[config.mk]
export PLATFORM = sky130hd
export DESIGN_NAME = defuzz_wavg_flat
export DESIGN_NICKNAME = d
export VERILOG_FILES = /design/src/rtl/defuzz_wavg_if.sv /design/src/rtl/defuzz_wavg.sv /design/src/flat_wrapper.sv
export SDC_FILE = /design/constraint.sdc
export NUM_CORES = 1
export LEC_CHECK = 0
export CAP_MARGIN = 20
export CORE_UTILIZATION = 55
export CTS_CLUSTER_SIZE = 16
export DETAILED_ROUTE_END_ITERATION = 12
export HOLD_SLACK_MARGIN = 0.03
export PLACE_DENSITY = 0.74
export SLEW_MARGIN = 25
export SYNTH_ARGS = -nofsm -noshare
export SYNTH_HDL_FRONTEND = slang
export SYNTH_SLANG_ARGS = --single-unit
[constraint.sdc]
create_clock -name clk -period 21.3 [get_ports clk]
set_input_delay 6.39 -clock clk [delete_from_list [all_inputs] [get_ports clk]]
set_output_delay 6.39 -clock clk [all_outputs]
set_load 0.02 [all_outputs]
[src/rtl/defuzz_wavg_if.sv]
// Handshake bundle between the rule min stage, the defuzzifier and its consumer.
// The master side supplies rule weights and accepts results; the slave side is the defuzzifier.
interface defuzz_wavg_if;
  logic               in_valid;
  logic               in_ready;
  logic [15:0]        w_nn;
  logic [15:0]        w_np;
  logic [15:0]        w_pn;
  logic [15:0]        w_pp;
  logic               out_valid;
  logic               out_ready;
  logic signed [15:0] u_out;
  logic               w_zero;

  modport master (
    output in_valid, w_nn, w_np, w_pn, w_pp, out_ready,
    input  in_ready, out_valid, u_out, w_zero
  );

  modport slave (
    input  in_valid, w_nn, w_np, w_pn, w_pp, out_ready,
    output in_ready, out_valid, u_out, w_zero
  );
endinterface

[src/rtl/defuzz_wavg.sv]
// Sugeno weighted-average defuzzifier: a 4-cycle MAC over the rule singletons,
// followed by a restoring divide of sum(w*C) by sum(w), one quotient bit per cycle.
module defuzz_wavg #(
  parameter logic signed [15:0] C_NN = -16'sd16384,
  parameter logic signed [15:0] C_NP = -16'sd4096,
  parameter logic signed [15:0] C_PN = 16'sd4096,
  parameter logic signed [15:0] C_PP = 16'sd16384
) (
  input logic          clk,
  input logic          rst,
  defuzz_wavg_if.slave bus
);

  typedef enum logic [1:0] {IDLE, MAC, DIV, DONE} state_t;

  state_t             r_state;
  logic [5:0]         r_cnt;
  logic [15:0]        r_wNn, r_wNp, r_wPn, r_wPp;
  logic signed [34:0] r_num;
  logic [17:0]        r_den;
  logic [34:0]        r_quo;
  logic [17:0]        r_rem;
  logic               r_neg;
  logic               r_inReady;
  logic               r_outValid;
  logic signed [15:0] r_uOut;
  logic               r_wZero;

  logic [15:0]        w_wSel;
  logic signed [15:0] w_cSel;
  logic signed [32:0] w_prod;
  logic signed [34:0] w_numNext;
  logic [17:0]        w_denNext;
  logic [34:0]        w_numAbs;
  logic [18:0]        w_remShift;
  logic               w_qBit;
  logic [18:0]        w_remNext;
  logic [34:0]        w_quoSigned;

  // The MAC step counter picks which rule is accumulated this cycle.
  always_comb begin
    w_wSel = r_wNn;
    w_cSel = C_NN;
    case (r_cnt[1:0])
      2'd0: begin w_wSel = r_wNn; w_cSel = C_NN; end
      2'd1: begin w_wSel = r_wNp; w_cSel = C_NP; end
      2'd2: begin w_wSel = r_wPn; w_cSel = C_PN; end
      default: begin w_wSel = r_wPp; w_cSel = C_PP; end
    endcase
  end

  assign w_prod      = $signed({1'b0, w_wSel}) * w_cSel;
  assign w_numNext   = r_num + {{2{w_prod[32]}}, w_prod};
  assign w_denNext   = r_den + {2'b00, w_wSel};
  assign w_numAbs    = w_numNext[34] ? 35'(-w_numNext) : 35'(w_numNext);

  // Dividend bits are shifted out of r_quo as quotient bits are shifted in.
  assign w_remShift  = {r_rem, r_quo[34]};
  assign w_qBit      = (w_remShift >= {1'b0, r_den});
  assign w_remNext   = w_qBit ? (w_remShift - {1'b0, r_den}) : w_remShift;
  assign w_quoSigned = r_neg ? (~r_quo + 35'd1) : r_quo;

  always_ff @(posedge clk) begin
    if (rst) begin
      r_state    <= IDLE;
      r_cnt      <= '0;
      r_wNn      <= '0;
      r_wNp      <= '0;
      r_wPn      <= '0;
      r_wPp      <= '0;
      r_num      <= '0;
      r_den      <= '0;
      r_quo      <= '0;
      r_rem      <= '0;
      r_neg      <= 1'b0;
      r_inReady  <= 1'b1;
      r_outValid <= 1'b0;
      r_uOut     <= '0;
      r_wZero    <= 1'b0;
    end else begin
      case (r_state)
        IDLE: begin
          if (bus.in_valid && r_inReady) begin
            r_wNn     <= bus.w_nn;
            r_wNp     <= bus.w_np;
            r_wPn     <= bus.w_pn;
            r_wPp     <= bus.w_pp;
            r_num     <= '0;
            r_den     <= '0;
            r_cnt     <= '0;
            r_inReady <= 1'b0;
            r_state   <= MAC;
          end
        end
        MAC: begin
          r_num <= w_numNext;
          r_den <= w_denNext;
          if (r_cnt == 6'd3) begin
            r_cnt   <= '0;
            r_quo   <= w_numAbs;
            r_neg   <= w_numNext[34];
            r_rem   <= '0;
            r_state <= DIV;
          end else begin
            r_cnt <= r_cnt + 6'd1;
          end
        end
        DIV: begin
          // The first DIV cycle doubles as the zero-weight check; cycle 35 only applies the sign.
          if (r_cnt == 6'd0 && r_den == 18'd0) begin
            r_uOut     <= '0;
            r_wZero    <= 1'b1;
            r_outValid <= 1'b1;
            r_state    <= DONE;
          end else if (r_cnt == 6'd35) begin
            r_uOut     <= w_quoSigned[15:0];
            r_wZero    <= 1'b0;
            r_outValid <= 1'b1;
            r_state    <= DONE;
          end else begin
            r_rem <= w_remNext[17:0];
            r_quo <= {r_quo[33:0], w_qBit};
            r_cnt <= r_cnt + 6'd1;
          end
        end
        DONE: begin
          if (bus.out_ready) begin
            r_outValid <= 1'b0;
            r_inReady  <= 1'b1;
            r_state    <= IDLE;
          end
        end
        default: r_state <= IDLE;
      endcase
    end
  end

  assign bus.in_ready  = r_inReady;
  assign bus.out_valid = r_outValid;
  assign bus.u_out     = r_uOut;
  assign bus.w_zero    = r_wZero;

endmodule
[src/flat_wrapper.sv]
// flat-port wrapper written by rule: the top's interface ports become plain ports
module defuzz_wavg_flat 
#(
  parameter logic signed [15:0] C_NN = -16'sd16384,
  parameter logic signed [15:0] C_NP = -16'sd4096,
  parameter logic signed [15:0] C_PN = 16'sd4096,
  parameter logic signed [15:0] C_PP = 16'sd16384
)
  (clk, rst, bus_in_valid, bus_w_nn, bus_w_np, bus_w_pn, bus_w_pp, bus_out_ready, bus_in_ready, bus_out_valid, bus_u_out, bus_w_zero);
  defuzz_wavg_if bus_i ();
  input logic clk;
  input logic rst;
  input wire logic [$bits(bus_i.in_valid)-1:0] bus_in_valid;
  input wire logic [$bits(bus_i.w_nn)-1:0] bus_w_nn;
  input wire logic [$bits(bus_i.w_np)-1:0] bus_w_np;
  input wire logic [$bits(bus_i.w_pn)-1:0] bus_w_pn;
  input wire logic [$bits(bus_i.w_pp)-1:0] bus_w_pp;
  input wire logic [$bits(bus_i.out_ready)-1:0] bus_out_ready;
  output wire logic [$bits(bus_i.in_ready)-1:0] bus_in_ready;
  output wire logic [$bits(bus_i.out_valid)-1:0] bus_out_valid;
  output wire logic [$bits(bus_i.u_out)-1:0] bus_u_out;
  output wire logic [$bits(bus_i.w_zero)-1:0] bus_w_zero;
  assign bus_i.in_valid = bus_in_valid;
  assign bus_i.w_nn = bus_w_nn;
  assign bus_i.w_np = bus_w_np;
  assign bus_i.w_pn = bus_w_pn;
  assign bus_i.w_pp = bus_w_pp;
  assign bus_i.out_ready = bus_out_ready;
  assign bus_in_ready = bus_i.in_ready;
  assign bus_out_valid = bus_i.out_valid;
  assign bus_u_out = bus_i.u_out;
  assign bus_w_zero = bus_i.w_zero;
  defuzz_wavg #(.C_NN(C_NN), .C_NP(C_NP), .C_PN(C_PN), .C_PP(C_PP)) u_core (.clk(clk), .rst(rst), .bus(bus_i));
endmodule
==> results.md <==
* Initial antenna violation count at 0
* Worst r2r path cells at 34
* Max-slew violation count at 0
* Clk_lat worst skew at 440 ps
* Total GRT Usage at 27.4%
* Flops & latches, synth at 186
* Footprint of the multi-input gates at 9490 um2
* CP peak stage delay at 560 ps
* H-tree lvl count at 4
* Seq/Total Area, Yosys at 26.6%
* Post-CTS Setup Bufs at 0
* Async SR Flop Fraction at 0%
* FMAX at 108 MHz
* Crit path buf inv count at 4
* Status: complete, no violations
* Cts repair resizes at 0
* CP startpoint kind: flip-flop
* Fin crit period at 9260 ps
* Average size of a mapped cell at 7.90 um2
* Drt pass-1 iters at 6
* Cells after Synth at 1773
* Post-synth EDFFs at 0
* Starting density of the core at 55.8%
* Syn-to-layout area delta at 11.8%
* Critical Path RT at 21680 ps
* DPL Wire Length at 26400 um
* CTS Buf Count at 17
* Die Y at 162 um
* Routed WL at 35600 um
* Share of cells above drive strength 1 at 4.28%
* RSZ-0062 raised after global routing: no
* Yosys Warn Count at 0
* # hold bufs at CTS at 0
* First-pass GRT wire length at 58300 um
* Top cell type's share of synthesized area at 26.6%
* Fillers at 2196
* Crit-path leading delay family: adder cells
* # DRC at 0
* # diodes at 0
* WP data arrival at 9640 ps
* Vias/cell at 5.90
* Setup CP Type: flip-flop to flip-flop
* Die area at 26100 um2
* Pin count of the biggest net entering global routing at 95
* Yosys top cell by area: dfxtp_1
* Syn Nets at 2026
* Clock tree buffer depth at 2
* Root buf cell: clkbuf_16
* Synth cell types at 80
* Flop2flop setup slack at 12040 ps
* Worst r2r dst: u_core.r_quo[34]
* Max cap viols at 0
* Critical path's most frequent cell: ha_1
* Critical path's slowest cell: fa_1
* Total gr overflow at 0
* Clock Sinks at 186
* Final hold viol count at 0
* Final Cycle Share at 43.5%
* Top post-synthesis cells by area: dfxtp_1 27%, ha_1 14%, nand2_1 6.5%
* Iter 0 DRT Violations at 1286
* Hold path startpoint: u_core.r_quo[22]
* Register area at 3720 um2
* Setup violators final at 0
* HP Class: flip-flop to flip-flop
* CTS tree: built
* Post-layout nets at 2063
* Vias in the first global route at 11.9k
* Clock slew at reported path FFs at 70 ps
* Routed len/inst at 16.5 um
* Die W at 162 um
* Sum of negative setup slack at 0 ps
* Least-Margin Pin Slew at 1060 ps
* Most common cell after layout, fill and taps aside: nand2_1
* Core ar. at 25100 um2
* Placer Congestion at 0.914
* Worst Hold Path EP: u_core.r_quo[22]
* Reg2reg start: u_core.r_cnt[0]
* ANT nets after route at 0
* Slew headroom at 29.5%
* Syn Std Cell Area at 14000 um2
* Row cnt at 58
* Io pins at 87
* Clock skew at 14.1 ps
* Top FF cell, synth: dfxtp_1
* Crit Path Max Fanout at 18
* Hold Path Stages at 2
* DR vias at 12.7k
* CP endpoint kind: flip-flop
* Most frequent cells in the layout: 243 x nand2_1, 186 x dfxtp_1, 157 x a21oi_1
* Number of I/O port buffers at 86
## kinds of logic after synthesis
group	synth area share, %
AND/OR/NAND/NOR	20.9
AO/OA/AOI/OAI	20.1
buffers and inverters	5.97
flip-flops	26.6
adder cells (fa/ha/maj)	18.2
XOR/XNOR	5.79
multiplexers	2.50
## how the worst max path moves through the flow
stage                         start          endpoint  cells after the start
floorplan           u_core.r_cnt[1]  u_core.r_quo[34]                     36
finish              u_core.r_cnt[0]  u_core.r_quo[34]                     34
global route        u_core.r_cnt[0]  u_core.r_quo[33]                     35
CTS                 u_core.r_cnt[1]  u_core.r_quo[29]                     33
global placement    u_core.r_cnt[1]  u_core.r_quo[29]                     33
detailed placement  u_core.r_cnt[1]  u_core.r_quo[29]                     33
## synth_stat cells (all sizes together) (4+ instances only)
library cell	count
a21boi	6
nand2b	10
nor3	36
a211o	5
or4	6
o31ai	6
mux2i	35
nor4	11
nor2	151
a222oi	16
nand3	33
a22o	7
o41ai	5
o22ai	13
a21oi	158
nand2	243
fa	31
a21o	23
inv	134
a22oi	49
a31oi	10
o21bai	10
and4	4
or3	19
o21a	16
dfxtp	186
and2	31
nand4	11
buf	13
xor2	34
and3	18
xnor2	56
o211ai	8
nor2b	26
clkbuf	68
o21ai	67
a211oi	14
ha	154
or2	10
## cell type report
class | instances | area share (%)
multi-input combinational | 1372 | 60.6
sequential | 186 | 23.8
timing repair buffer | 99 | 6.10
inverter | 134 | 3.21
clock buffer | 18 | 2.80
tap | 330 | 2.64
clock inverter | 13 | 0.847
## metrics by stage
stage / setup WS (ps) / area [um2] / utilization (%) / hold WS [ps] / std cells
final: 12040 / 15700 / 62.4 / 452 / 2152
after CTS: 12110 / 15700 / 62.3 / 457 / 2152
after global routing: 11360 / 15700 / 62.4 / 468 / 2152
after floorplan: 12950 / 14000 / - / 427 / 1773
after detailed placement: 12180 / 15100 / 60.1 / 447 / 2121
after global placement: 12460 / 15100 / 60.0 / 436 / 2121
## worst reg2reg max path: cells and delay by family, from the launching register on
kind / cells / cell delay [ps]
AO/OA/AOI/OAI: 10 / 2470
XOR/XNOR: 2 / 320
adder cells (fa/ha/maj): 9 / 3480
buffers and inverters: 4 / 290
flip-flops: 1 / 430
multiplexers: 1 / 270
AND/OR/NAND/NOR: 8 / 1950
## flip-flops by register name, indices dropped and copies added (netlist names)
| signal | count |
|---|---|
| u_core.r_quo | 35 |
| u_core.r_num | 23 |
| u_core.r_den | 18 |
| u_core.r_rem | 18 |
| u_core.bus.u_out | 16 |
| u_core.r_wNn | 16 |
| u_core.r_wNp | 16 |
| u_core.r_wPn | 16 |
| u_core.r_wPp | 16 |
| u_core.r_cnt | 6 |
| u_core.r_state | 2 |
| u_core.bus.in_ready | 1 |
| u_core.bus.out_valid | 1 |
| u_core.bus.w_zero | 1 |
| u_core.r_neg | 1 |
## routing by layer
metal	vias to the layer above	routed length (um)	global-route usage, %
met1	5956	16400	36.9
met4	0	884	9.52
met2	405	16100	44.2
met5	-	0	0
met3	62	2190	4.73
li1	6271	-	-
Power is not shown: default switching activity piles up to over one toggle a cycle in this logic, so the estimate is an artifact.
